$ cat src/rtl/sort_sequencer.sv
// Sequential bubble sorter: one adjacent compare/swap per clock over an N-element packed word.
// Optional macro SORT_SEQ_EARLY_EXIT_EN ends the sort after any pass that made no swap.
module sort_sequencer #(
  parameter int unsigned N          = 4,
  parameter int unsigned W          = 4,
  parameter bit          DESCENDING = 1'b0,
  localparam int unsigned CW        = $clog2(N*(N-1)/2 + 1)
) (
  input  logic           clk,
  input  logic           rst_n,
  input  logic           in_valid,
  output logic           in_ready,
  input  logic [N*W-1:0] in_data,
  output logic           out_valid,
  input  logic           out_ready,
  output logic [N*W-1:0] out_data,
  output logic [CW-1:0]  swap_count,
  output logic           busy
);

  localparam int unsigned JW = $clog2(N);

  typedef enum logic [1:0] {
    IDLE = 2'd0,
    SORT = 2'd1,
    DONE = 2'd2
  } state_t;

  state_t                 state, state_n;
  logic [N-1:0][W-1:0]    bank, bank_n;
  logic [JW-1:0]          pass, pass_n;
  logic [JW-1:0]          j, j_n, jp1;
  logic [CW-1:0]          cnt, cnt_n;
  logic [W-1:0]           a, b;
  logic                   do_swap;
  logic                   load_out;
`ifdef SORT_SEQ_EARLY_EXIT_EN
  logic                   swapped, swapped_n, swapped_now;
`endif

  always_ff @(posedge clk or negedge rst_n) begin
    if (!rst_n) state <= IDLE;
    else        state <= state_n;
  end

  always_comb begin
    state_n  = state;
    bank_n   = bank;
    pass_n   = pass;
    j_n      = j;
    cnt_n    = cnt;
    load_out = 1'b0;
    in_ready = 1'b0;
    out_valid = 1'b0;
    busy     = 1'b0;
    jp1      = j + JW'(1);
    a        = bank[j];
    b        = bank[jp1];
    do_swap  = DESCENDING ? (a < b) : (a > b);
`ifdef SORT_SEQ_EARLY_EXIT_EN
    swapped_n   = swapped;
    swapped_now = swapped | do_swap;
`endif
    case (state)
      IDLE: begin
        in_ready = 1'b1;
        if (in_valid) begin
          bank_n  = in_data;
          pass_n  = JW'(N - 1);
          j_n     = '0;
          cnt_n   = '0;
`ifdef SORT_SEQ_EARLY_EXIT_EN
          swapped_n = 1'b0;
`endif
          state_n = SORT;
        end
      end
      SORT: begin
        busy = 1'b1;
        if (do_swap) begin
          bank_n[j]   = b;
          bank_n[jp1] = a;
          cnt_n       = cnt + CW'(1);
`ifdef SORT_SEQ_EARLY_EXIT_EN
          swapped_n   = 1'b1;
`endif
        end
        if (j == pass - JW'(1)) begin
          // out_data/swap_count capture bank_n so the final pair's swap is included
`ifdef SORT_SEQ_EARLY_EXIT_EN
          if (pass == JW'(1) || !swapped_now) begin
`else
          if (pass == JW'(1)) begin
`endif
            state_n  = DONE;
            load_out = 1'b1;
          end else begin
            pass_n = pass - JW'(1);
            j_n    = '0;
`ifdef SORT_SEQ_EARLY_EXIT_EN
            swapped_n = 1'b0;
`endif
          end
        end else begin
          j_n = jp1;
        end
      end
      DONE: begin
        out_valid = 1'b1;
        if (out_ready) state_n = IDLE;
      end
      default: state_n = IDLE;
    endcase
  end

  always_ff @(posedge clk or negedge rst_n) begin
    if (!rst_n) begin
      bank <= '0;
      pass <= '0;
      j    <= '0;
      cnt  <= '0;
`ifdef SORT_SEQ_EARLY_EXIT_EN
      swapped <= 1'b0;
`endif
    end else begin
      bank <= bank_n;
      pass <= pass_n;
      j    <= j_n;
      cnt  <= cnt_n;
`ifdef SORT_SEQ_EARLY_EXIT_EN
      swapped <= swapped_n;
`endif
    end
  end

  // Result registers are separate from the working bank so they survive the next sort
  always_ff @(posedge clk or negedge rst_n) begin
    if (!rst_n) begin
      out_data   <= '0;
      swap_count <= '0;
    end else if (load_out) begin
      out_data   <= bank_n;
      swap_count <= cnt_n;
    end
  end

endmodule

$ cat config.mk
export PLATFORM = sky130hd
export DESIGN_NAME = sort_sequencer
export DESIGN_NICKNAME = d
export VERILOG_FILES = /design/src/rtl/sort_sequencer.sv
export SDC_FILE = /design/constraint.sdc
export NUM_CORES = 1
export LEC_CHECK = 0
export BUFFER_PORTS_ARGS = -buffer_cell sky130_fd_sc_hd__buf_2
export CAP_MARGIN = 10
export CORE_ASPECT_RATIO = 1.4
export CORE_MARGIN = 1.5
export CORE_UTILIZATION = 63
export CTS_CLUSTER_SIZE = 30
export DETAILED_ROUTE_END_ITERATION = 8
export PLACE_DENSITY = 0.86
export SKIP_CTS_REPAIR_TIMING = 1
export SLEW_MARGIN = 20
export SYNTH_ARGS = -nofsm -noshare
export SYNTH_HDL_FRONTEND = slang
export SYNTH_SLANG_ARGS = --single-unit
$ cat constraint.sdc
create_clock -name clk -period 6.1 [get_ports clk]
set_clock_uncertainty 0.2 [all_clocks]
set_input_delay 0 -clock clk [delete_from_list [all_inputs] [get_ports clk]]
set_output_delay 0 -clock clk [all_outputs]
set_load 0.005 [all_outputs]
; Yosys cells after proc, flatten, opt, wreduce, memory -nomap -nowiden
; Index checks and enable logic that the tools add are counted.
[totals]
register_bits = 44
inputBits = 20
[op_classes]
n_addsub = 3
magnitude_cmp = 5
eq_ne = 10
mux = 35
reduce_logical = 7
[op_table]
columns = operator, count
row1 = $bwmux 16, 2
row2 = $mux 16, 2
row3 = $pmux 16 s2, 1
row4 = $mux 2, 10
row5 = $bmux 4 s2, 2
row6 = $demux 4 s2, 2
row7 = $mux 4, 4
row8 = $ne 2x2->1 const B, 5
row9 = $pmux 2 s2, 2
row10 = $reduce_and 4->1, 2
row11 = $lt 2x3->1 const B, 2
row12 = $mux 1, 6
row13 = $mux 3, 2
row14 = $pmux 2 s3, 1
row15 = $pmux 3 s2, 1
row16 = $eq 2x1->1 const B, 2
row17 = $ge 2x1->1 const B, 2
row18 = $gt 4x4->1, 1
row19 = $add 3x1->3 const B, 1
row20 = $ne 3x3->1 const B, 1
row21 = $reduce_and 3->1, 1
row22 = $add 2x1->2 const B, 1
row23 = $eq 2x2->1, 1
row24 = $eq 2x2->1 const B, 1
row25 = other kinds (4), 5

; Longest topological paths before layout
[logic_depth]
word_depth = 8
mapped_depth = 14
ltp_nobuf = 9

; Worst setup path before layout
; Ideal clock, no wire load.
[synth_path]
path_type = flip-flop to flip-flop
from = register j[0]
to = register swap_count[1]
setup_time_ns = 0.125
arrival_time_ns = 3.504
slack_ns = 2.271
path_stages_with_launch = 14
path_cell_list = dfrtp_1 > buf_6 > buf_4 > buf_2 > inv_1 > ha_1 > buf_1 > mux2_2 > ha_1 > nand4_2 > and2_4 > a21bo_4 > mux2_4 > mux2_4
[synth_via]
elab_chain_len = 6
elab_cells_between_ends = 11
[synth_lines]
columns = item, line_no
row1 = from (decl), 32  ; logic [JW-1:0] j, j_n, jp1;
row2 = from (signal assigned), 128  ; j <= j_n;
row3 = $add 2x1->2, 56  ; jp1 = j + JW'(1);
row4 = $bmux 4 s2, 58  ; b = bank[jp1];
row5 = $mux 4 (implied by the code), 58
row6 = $gt 4x4->1 *, 59  ; do_swap = DESCENDING ? (a < b) : (a > b);
row7 = $mux 3 *, 80  ; if (do_swap) begin
row8 = $pmux 3 s2 *, 64  ; case (state)
row9 = net cnt_n[1], 33  ; logic [CW-1:0] cnt, cnt_n;
row10 = to (signal assigned), 143  ; swap_count <= cnt_n;
row11 = to (decl), 17  ; output logic [CW-1:0] swap_count,
; The timed path passes the listed nets; every way through them passes the cells marked *. The select of a mux whose other input is x is not followed.
; A chain may end at the register's enable or synchronous reset.

==> flow_summary.ini <==
[logic_synthesis]
synth_seq_cells = 44
yosys-top-cells-area = dfrtp_1 36%, a221o_1 10%, ha_1 5.7%, o221ai_1 4.0%, mux2i_1 3.3%
ys_seq_area_frac = 0.358
yosysMostFrequentCell = dfrtp_1
synth_mux_area_frac = 0.0898
yosys.area.top_type = dfrtp_1
syn_inst = 319
synth-simple-area-share = 0.159
synth-compound-area-share = 0.259
synth_common_cells = 44 x dfrtp_1, 32 x a221o_1, 26 x inv_1
synthAdderAreaFrac = 0.0569
synth_edf_count = 0
syn-cell-area_sq_mm = 0.00308
synth_top_family_by_area = compound AO/OA/AOI/OAI gates
synth_cell_type_count = 48
ys.flop_type = dfrtp_1
synth.avg_cell_area_sq_um = 9.65
synth_xor_area_frac = 0.00569
yosys_warnings = 0
synthArstFlopShare = 1.00
synth_fp_nets = 353
synth_top_area_frac = 0.358

[finish]
fillCellCount = 336
area_growth_pct = 15.3
ff_latch_area_sq_mm = 0.00110
diodes = 0
nets = 398
drive_gt1_frac = 0.200
multiInputGateArea_sq_mm = 0.00175

[grt]
grt_pass1_vias = 2667
track_usage = 0.308
grt_pass1_wl_microns = 12400
grt.overflow.total = 0
grt_max_degree = 50
grt_antenna_before_repair = 0

[clocking]
root_buffer = clkbuf_8
clk_latency_ps = 300
cts.htree.levels = 2
clock_sinks = 44
clockBufferDepth = 2
cts_tree = built
clk_pin_slew_ps = 90
cts_inserted_buffers = 5

[timing]
slew_headroom = 0.376
min_period_ps = 4180
max_freq_mhz = 239
period_share = 0.685
tightest_slew_ps = 936
slew_viol_final = 0
rsz0062_at_grt = no
setup_violations = 0
hold_viol = 0
final.setup.tns_ps = 0

[routing]
first_iter_violations = 227
drt_pass1_iterations = 5
dr_total_vias = 2832
totalWireLength_microns = 7700
antenna_left = 0
drc_errors = 0
wl_per_cell_microns = 18.0
viasPerCell = 6.63

[worst_setup_path]
r2r_end = bank[12]$_DFF_PN0_
rr_startpoint = j[1]$_DFFE_PN0P_
crit_fanout = 25
endpoint_kind = flip-flop
arrival_ps = 4220
crit_required_ps = 6140
crit_type = reg -> reg
rrSetupSlack_ps = 1920
cp-start-kind = flip-flop
r2r_cells = 8

[floorplanning]
std_cell_rows = 29
top_level_ports = 42
die_width_microns = 62.1
core_area_sq_mm = 0.00461
die_h_microns = 85.7
start_util = 0.668
die-area_sq_mm = 0.00532

[outcome]
outcome = completed

[placement]
hpwl_microns = 5100
io_buffer_count = 41
globalplace.congestion = 0.934

[run]
cap_violations = 0

[hold_path]
hold_class = in -> async
## layout make-up
class,instances,area share
clock buffers,5,0.0194
clock inverters,3,0.0120
flip-flops and latches,44,0.310
repair buffers,61,0.114
multi-input cells,225,0.494
inverters,27,0.0289
well taps,62,0.0219
## cells in the final DEF (no fill, tap or decap), types with 2 or more instances in the layout
cell type      instances
clkinv_2               2
nand2_1               15
nor3_1                18
mux2_2                 5
ha_1                  14
o221ai_1              14
and2_1                 3
mux2_4                 2
mux2i_1               10
a221o_1               32
a21oi_1               12
a21boi_0               7
buf_2                 41
nor2b_1                2
nand2b_1              11
nor2_1                19
dlygate4sd3_1         19
nand3_1                8
mux4_2                 4
o21ai_0                4
nand3b_1               8
inv_1                 26
dfrtp_1               44
clkbuf_8               5
o22ai_1               15
a211oi_1               2
## per-layer routing
| layer | vias to the layer above | track usage | routed length (microns) |
|---|---|---|---|
| met5 | - | 0 | 0 |
| met4 | 0 | 0.174 | 381 |
| met3 | 36 | 0.0528 | 439 |
| met2 | 133 | 0.492 | 3860 |
| met1 | 1372 | 0.376 | 3010 |
| li1 | 1291 | - | - |
## worst max-delay path, stage by stage, from the launching register on
cell and delay (ps):
dfrtp_1 610, inv_1 180, ha_1 840, mux2_2 410, ha_1 350, a21oi_1 320
nand2_1 190, a21oi_2 730, a221o_1 280
## through the flow
stage                     hold slack, ps  worst slack (ps)  std cells   util  area [sq um]
after floorplan                     -496              2270        319      -          3080
final                                167              1920        427  0.770          3550
after detailed placement            5.40              1990        400  0.705          3250
after CTS                           -331              1970        408  0.729          3360
after global routing                 252              1690        427  0.770          3550
after global placement             -9.29              2190        400  0.705          3250
## cells by family (layout without fill, tap and decap cells)
kind of cell,count (synthesis),count (layout)
xor gates and xnor gates,2,2
AOI/OAI and AO/OA,96,96
and+or+nand+nor,92,92
buffers and inverters,50,96
muxes,21,21
DFF,44,44
adders and majority gates,14,14
## state kept, by name, summed over array words and instances, names as in the netlist
signal      count
bank           16
cnt             3
j               2
out_data       16
pass            2
state           2
swap_count      3
## worst max-delay path by stage
| stage | from | end | slack (ps) | cells after the start |
|---|---|---|---|---|
| after floorplan | j[0]$_DFFE_PN0P_ | swap_count[1]$_DFFE_PN0P_ | 2270 | 13 |
| after global placement | j[1]$_DFFE_PN0P_ | swap_count[1]$_DFFE_PN0P_ | 2190 | 9 |
| after detailed placement | j[1]$_DFFE_PN0P_ | bank[12]$_DFF_PN0_ | 1990 | 8 |
| after CTS | j[1]$_DFFE_PN0P_ | bank[12]$_DFF_PN0_ | 1970 | 9 |
| after global routing | j[1]$_DFFE_PN0P_ | bank[12]$_DFF_PN0_ | 1690 | 8 |
| final | j[1]$_DFFE_PN0P_ | bank[12]$_DFF_PN0_ | 1920 | 8 |
Power is not shown: default switching activity piles up to over one toggle a cycle in this logic, so the estimate is an artifact.
